### src/rtl/semi_motion_exec.sv
// semi_motion_exec: registered semi-auto motion executor.
// Passes the decision logic's proposed state/move through a register, times
// out turns (200 ticks, 400 ticks for a U-turn), and decodes motors and lights
// from the registered move.
// Optional build macro SEMI_TURN_BLINK_EN: when defined, the active turn light
// blinks with a 25-tick half period; when undefined it is lit steadily.
module semi_motion_exec (
  input  logic       sys_clk,
  input  logic       rst,
  input  logic       power,
  input  logic [1:0] global_state,
  input  logic       tick_20ms,
  input  logic [1:0] next_state,
  input  logic [3:0] next_moving_state,
  input  logic       go_back,
  output logic [1:0] state,
  output logic [3:0] moving_state,
  output logic [1:0] mot_l,
  output logic [1:0] mot_r,
  output logic       move_forward_light,
  output logic       move_backward_light,
  output logic       turn_left_light,
  output logic       turn_right_light,
  output logic       turn_done
);

  typedef enum logic [1:0] {
    S1_FWD  = 2'b00,
    S2_WAIT = 2'b01,
    S3_TURN = 2'b10,
    S4_COOL = 2'b11
  } state_t;

  typedef enum logic [3:0] {
    MV_STOP  = 4'b0000,
    MV_FWD   = 4'b0001,
    MV_BACK  = 4'b0010,
    MV_LEFT  = 4'b0100,
    MV_RIGHT = 4'b1000
  } move_t;

  state_t      r_state;
  logic [3:0]  r_move;
  logic        r_turn_done;
  logic [10:0] r_turn_cnt;
  logic        r_around;

  state_t      w_state_nxt;
  logic [3:0]  w_move_nxt;
  logic        w_active;
  logic        w_limit_hit;
  logic        w_timeout;
  logic        w_turn_entry;
  logic        w_blink_on;

  // Next-state selection: inactive mode, then turn timeout, then pass-through.
  always_comb begin
    w_state_nxt  = r_state;
    w_move_nxt   = r_move;
    w_active     = power && ((global_state == 2'b01) || (global_state == 2'b10));
    w_limit_hit  = r_around ? (r_turn_cnt >= 11'd400) : (r_turn_cnt >= 11'd200);
    w_timeout    = w_active && (r_state == S3_TURN) && w_limit_hit;
    if (!w_active) begin
      w_state_nxt = S2_WAIT;
      w_move_nxt  = MV_STOP;
    end else if (w_timeout) begin
      w_state_nxt = S2_WAIT;
      w_move_nxt  = MV_STOP;
    end else begin
      w_state_nxt = state_t'(next_state);
      w_move_nxt  = next_moving_state;
    end
    w_turn_entry = (w_state_nxt == S3_TURN) && (r_state != S3_TURN);
  end

  // State/move register; turn_done marks the edge that took the timeout.
  always_ff @(posedge sys_clk or posedge rst) begin
    if (rst) begin
      r_state     <= S2_WAIT;
      r_move      <= MV_STOP;
      r_turn_done <= 1'b0;
    end else begin
      r_state     <= w_state_nxt;
      r_move      <= w_move_nxt;
      r_turn_done <= w_timeout;
    end
  end

  // Turn tick counter (saturating) and U-turn flag latched on turn entry.
  always_ff @(posedge sys_clk or posedge rst) begin
    if (rst) begin
      r_turn_cnt <= '0;
      r_around   <= 1'b0;
    end else if (!w_active) begin
      r_turn_cnt <= '0;
      r_around   <= 1'b0;
    end else begin
      if (r_state != S3_TURN)
        r_turn_cnt <= '0;
      else if (tick_20ms && (r_turn_cnt != '1))
        r_turn_cnt <= r_turn_cnt + 11'd1;
      if (w_turn_entry)
        r_around <= go_back;
      else if (w_state_nxt != S3_TURN)
        r_around <= 1'b0;
    end
  end

`ifdef SEMI_TURN_BLINK_EN
  logic [4:0] r_blink_cnt;
  logic       r_blink_phase;

  // Blink phase toggles every 25 ticks while turning; restarts lit on entry.
  always_ff @(posedge sys_clk or posedge rst) begin
    if (rst) begin
      r_blink_cnt   <= '0;
      r_blink_phase <= 1'b1;
    end else if (!w_active || w_turn_entry) begin
      r_blink_cnt   <= '0;
      r_blink_phase <= 1'b1;
    end else if ((r_state == S3_TURN) && tick_20ms) begin
      if (r_blink_cnt == 5'd24) begin
        r_blink_cnt   <= '0;
        r_blink_phase <= ~r_blink_phase;
      end else begin
        r_blink_cnt <= r_blink_cnt + 5'd1;
      end
    end
  end

  assign w_blink_on = r_blink_phase;
`else
  assign w_blink_on = 1'b1;
`endif

  // Motor and light decode straight from the registered move.
  always_comb begin
    mot_l               = 2'b00;
    mot_r               = 2'b00;
    move_forward_light  = 1'b0;
    move_backward_light = 1'b0;
    turn_left_light     = 1'b0;
    turn_right_light    = 1'b0;
    case (r_move)
      MV_FWD: begin
        mot_l              = 2'b10;
        mot_r              = 2'b10;
        move_forward_light = 1'b1;
      end
      MV_BACK: begin
        mot_l               = 2'b01;
        mot_r               = 2'b01;
        move_backward_light = 1'b1;
      end
      MV_LEFT: begin
        mot_l           = 2'b01;
        mot_r           = 2'b10;
        turn_left_light = w_blink_on;
      end
      MV_RIGHT: begin
        mot_l            = 2'b10;
        mot_r            = 2'b01;
        turn_right_light = w_blink_on;
      end
      default: ;
    endcase
  end

  assign state        = r_state;
  assign moving_state = r_move;
  assign turn_done    = r_turn_done;

endmodule

### config.mk
export PLATFORM = sky130hd
export DESIGN_NAME = semi_motion_exec
export DESIGN_NICKNAME = d
export VERILOG_FILES = /design/src/rtl/semi_motion_exec.sv
export SDC_FILE = /design/constraint.sdc
export NUM_CORES = 1
export LEC_CHECK = 0
export CELL_PAD_IN_SITES_DETAIL_PLACEMENT = 1
export CELL_PAD_IN_SITES_GLOBAL_PLACEMENT = 1
export CORE_UTILIZATION = 36
export DETAILED_ROUTE_END_ITERATION = 8
export GPL_TIMING_DRIVEN = 0
export PLACE_DENSITY = 0.79
export SLEW_MARGIN = 20
export SYNTH_ARGS = -nofsm -noshare
export SYNTH_HDL_FRONTEND = slang
export SYNTH_SLANG_ARGS = --single-unit
### constraint.sdc
create_clock -name sys_clk -period 1.75 [get_ports sys_clk]
set_clock_uncertainty 0.05 [all_clocks]
set_input_delay 0.2625 -clock sys_clk [delete_from_list [all_inputs] [get_ports sys_clk]]
set_output_delay 0.2625 -clock sys_clk [all_outputs]
set_load 0.005 [all_outputs]
Word-level counts from Yosys, hierarchy flattened
Cells that the tools add are included.

Bits in registers: 19. Bits in latches: 0. RAM bits: 0. Bits in read-only memories: 0. Bits of input ports: 13. Output and inout bits: 15. Logic and storage cells: 48. Memories: 0.

$add $sub $neg: 1. $mul: 0. Div/mod/pow operators: 0. Magnitude comparators: 2. Equal/unequal tests: 13. Shifts and indexed selects: 0. Multiplexer cells: 17. Bitwise logic cells: 0. Reductions and logical operators: 10.

Operator list (count): 11-bit 2-to-1 mux (3); 11-bit by 1-bit adder with 11-bit output, second input constant (1); 11-bit by 8-bit >= comparator with 1-bit output, second input constant (1); 11-bit by 9-bit >= comparator with 1-bit output, second input constant (1); 11-bit inequality test, second input constant (1); 1-bit 2-to-1 mux (8); 4-bit 2-to-1 mux (2); 2-bit one-hot mux with 2 select lines (2); 2-bit OR reduction (4); 2-bit equality test, second input constant (3); 3-bit by 1-bit inequality test with 1-bit output, second input constant (2); 1-bit logical AND (5); 4-bit by 1-bit equality test with 1-bit output, second input constant (1); 4-bit by 2-bit equality test with 1-bit output, second input constant (1); 4-bit by 3-bit equality test with 1-bit output, second input constant (1); 4-bit equality test, second input constant (1); 2-bit 2-to-1 mux (2); 2-bit inequality test, second input constant (2); 2-bit by 1-bit equality test with 1-bit output, second input constant (1); 1-bit logical OR (1).

Longest topological paths before layout
Gate-level depths: netlist (run 1).

Depth after elaboration: 11. Mapped depth: 5. Gate-level depth less buffers: 5.

Worst setup path after synthesis (run 1)
Ideal clock, no wire load.

Kind: register to register. From: register r_turn_cnt[0]. To: register r_turn_cnt[10]. Library setup time: 0.119 ns. Arrival: 1.285 ns. Required time: 1.581 ns. Slack: 0.296 ns. Stages on the path, launching flop included: 6. Path buffers: 0. Clock period less this slack: 1.454 ns. Path through: dfrtp_1 ha_1 and3_1 nor3b_2 and3_1 o21ba_2.

Word-level cells in the longest chain between the ends: 4. Elaborated cells between the ends (all ways): 7. Classes of those cells: add/sub (1); eq/ne (2); mux (3); reduce/logical (1).

Ends and longest elaborated chain: start: declaration (RTL line 45) `logic [10:0] r_turn_cnt;`; start signal: assignment (RTL line 101) `r_turn_cnt <= r_turn_cnt + 11'd1;`; 11-bit by 1-bit adder with 11-bit output (RTL line 101); 11-bit 2-to-1 mux (RTL line 100) `else if (tick_20ms && (r_turn_cnt != '1))`; 11-bit 2-to-1 mux (RTL line 98) `if (r_state != S3_TURN)`; 11-bit 2-to-1 mux (RTL line 94) `end else if (!w_active) begin`.

Parallel ways exist; a longest one is shown, timed or not. The select of a mux whose other input is x is not followed. A chain may end at the register's enable or synchronous reset.

Worst setup path after layout (run 1)
From: register r_state[0], in the netlist state[0]. To: output state[0].

RTL lines: start: declaration (RTL line 42) `state_t r_state;`; start signal: assignment (RTL line 83) `r_state <= w_state_nxt;`; end: declaration (RTL line 16) `output logic [1:0] state,`.

No word-level cell between the ends.

==> results.cfg, run 1 <==
[status]
outcome = complete, but fails checks
violations = design-rule violations

[detailed_routing]
wl_met3_um = 70
vias_per_cell = 5.46
firstDrtPassIters = 6
vias = 929
wl_met1_um = 1020
drt_wl_total_um = 2470
drtAntennaViolNets = 0
drt_iter0_markers = 31
drc = 6
highest_layer = met4
wl_met2_um = 1330
routedWlPerCell_um = 14.5

[clocking]
h-tree-depth = 1
worstSkewPairLatency_ns = 0.30
cts_root_buf = clkbuf_4
cts_made_buffers = 3
clock-sinks = 19
cts_hold_buf = 0
cts_tree = built
cts.path.max_buffers = 2
clk_pin_slew_ns = 0.11

[critical_path]
start_kind = flip-flop
cpPeakStageDelay_ns = 0.56
path_max_fanout = 3
crit_family = flip-flops
cp-end-kind = output port
crit_required_ns = 1.44
crit_type = reg2out
cp_cell_sequence = clkdlybuf4s50_1
critPathArrivalTime_ns = 1.37
r2r-start = r_turn_cnt[0]
reg2regPathDepth = 5
path_buf_inv = 1
crit_slowest_cell = dfstp_2
rrSetupSlack_ns = 0.17
cp.depth = 1
reg2reg_to = r_turn_cnt[10]

[pwr]
clkPwrFrac_pct = 27.9
p_comb_share_pct = 14.7
p_sw_share_pct = 23.8
power_switching_mw = 0.189
p_seq_share_pct = 57.4
p_int_mw = 0.603
p_per_area_nw_per_um2 = 546
vdd_drop_max_mv = 0.385
finalPower_mw = 0.792
cellLeakagePower_nw = 0.679

[grt]
overflow = 0
grt_max_degree = 20
grt_pass1_wl_um = 4630
antenna_found_initial = 0
grt_usage_pct = 18.6
grt_pass1_vias = 1003

[final_layout]
fillers = 338
final_util_pct = 51.7
antenna_cells = 0
drive_gt1_share_pct = 19.4
multiInputGateArea_sq_um = 577
syn2layout_area_growth_pct = 34.3
regArea_sq_um = 477
nets = 155

[logic_synthesis]
yosysWarningCount = 0
syn_inst = 102
synthesis.nets = 117
synth_most_common_cell = dfrtp_1
synth_top_area_cell = dfrtp_1
yosysSeqAreaShare_pct = 44.1
syn_area_per_cell_sq_um = 10.6
yosys-top-cells-area = dfrtp_1 42%, nor2_1 3.8%, nor3b_1 3.5%
netlist_area_sq_um = 1080
synth_edf_count = 0
synthTopCellsByCount = 18 x dfrtp_1, 11 x nor2_1, 7 x inv_1, 7 x nand2_1, 5 x nor3b_1
synth.distinct_cells = 39
synth_top_flop_cell = dfrtp_1
synth-async-reset-ratio_pct = 100
synth_top_area_share_pct = 41.7
yosys_register_bits = 19

[floorplan]
initial_utilization_pct = 38.5
die_h_um = 56.8
die_w_um = 56.8
core_sq_um = 2810
fp.dieArea_sq_um = 3220
fp-row-count = 19
num_io_pins = 28

[timing]
worst_pin_slew_ns = 0.699
finalCritPeriodShare_pct = 96.0
fin_crit_ns = 1.68
fin_hold_ws_ns = 0.320
drv_slew = 0
rsz0062_at_grt = yes
relSlewSlack_pct = 53.3
hold_viol_final = 0
fmax_ghz = 0.595
final-setup-viol-count = 0

[flow_run]
cap_violations = 0

[placement]
hpwl_um = 1890
gp_congestion = 0.770
portBuffers = 27

[hold_path]
worstHoldPathType = in2async
[final cells by class]
type                    instances  share of cell area, %
flip-flops and latches         19                   32.9
repair buffers                 33                   20.6
well taps                      31                   2.67
multi-input cells              75                   39.8
clock inverters                 1                  0.345
clock buffers                   3                   1.55
inverters                       7                   1.81
plain buffers                   1                  0.345
[registers in the layout (all words and copies together) (netlist names)]
| signal | cells |
|---|---|
| r_turn_cnt | 11 |
| moving_state | 4 |
| state | 2 |
| r_around | 1 |
| turn_done | 1 |
[through the flow]
step           worst slack (ns)  instance area [sq um]  setup TNS [ns]  cells
2_1_floorplan             0.296                   1080               0    102
3_3_place_gp            -0.0202                   1390         -0.0307    160
3_5_place_dp             -0.102                   1390          -0.384    160
4_1_cts                0.000450                   1450               0    169
5_1_grt               -0.000891                   1450       -0.000891    170
6_report                 0.0704                   1450               0    170
[worst register-to-register path, stage by stage, from the launching register on]
cell	delay, ns
dfrtp_1	0.41
ha_1	0.27
and3_1	0.20
nor3b_2	0.17
and3_1	0.18
o21ba_2	0.19
[power by group through the flow]
stage | clock network [mW] | logic [mW] | registers [mW]
after global placement | 0 | 0.113 | 0.462
after detailed placement | 0 | 0.116 | 0.463
after floorplan | 0 | 0.0383 | 0.462
after global routing | 0.253 | 0.129 | 0.456
after CTS | 0.231 | 0.118 | 0.454
final | 0.221 | 0.116 | 0.454
[worst max-delay path by stage]
stage,from,slack (ns),to
4_1_cts,moving_state[3],0.0005,mot_l[0]
5_1_grt,moving_state[3],-0.0009,mot_r[1]
2_1_floorplan,r_turn_cnt[0],0.30,r_turn_cnt[10]
3_5_place_dp,global_state[0],-0.10,r_turn_cnt[2]
3_3_place_gp,global_state[0],-0.02,r_turn_cnt[10]
6_report,state[0],0.07,state[0]
[cell families (layout without fill, tap and decap cells)]
family | count (synthesis) | count (layout) | synth area share [%]
AO/OA/AOI/OAI | 14 | 14 | 12.7
XOR/XNOR | 6 | 6 | 4.87
adder cells (fa/ha/maj) | 2 | 2 | 2.32
buffers and inverters | 8 | 45 | 2.90
flip-flops | 19 | 19 | 44.1
multiplexers | 2 | 2 | 1.85
AND/OR/NAND/NOR | 51 | 51 | 31.2
[cells in the final DEF (no fill, tap or decap), types with 2 or more instances in the layout]
cell	netlist	routed
nor2_2	0	2
nor3b_1	5	5
mux2i_1	2	2
inv_1	7	7
nand2b_1	2	2
dfrtp_1	18	18
nor2_1	11	9
xor2_1	4	4
ha_1	2	2
clkdlybuf4s50_1	0	19
nand2_1	7	7
a21oi_1	2	2
buf_2	1	2
xnor2_1	2	2
nand3_2	2	2
dlygate4sd2_1	0	5
and3_1	4	4
o211ai_1	3	3
clkbuf_4	0	3
nand3b_1	4	4
nor3_1	3	3
buf_4	0	6
nand3_1	2	2
[per-layer routing]
layer  GRT usage [%]  vias up
li1                -      444
met1            21.8      466
met2            33.8       15
met3            1.38        4
met4            9.41        0
met5               0        -
[what timing repair did]
item                                   in CTS  in global routing
pin swaps                                   6                  0
endpoints found under the hold margin       0                  0
setup buffers                               5                  1
gates resized for setup                    12                  4
setup endpoints to repair                   8                  3
Note: power is estimated with default switching activity, not from simulation.
==> run 2: changes to the inputs <==
- HOLD_SLACK_MARGIN: not set -> 0.05
==> results of run 2 <==
No change in the layout: final DEF, timing and power equal those of run 1.
==> run 3: changes to the inputs <==
- HOLD_SLACK_MARGIN: 0.05 -> not set
==> results of run 3 <==
No change in the layout: final DEF, timing and power equal those of run 1.
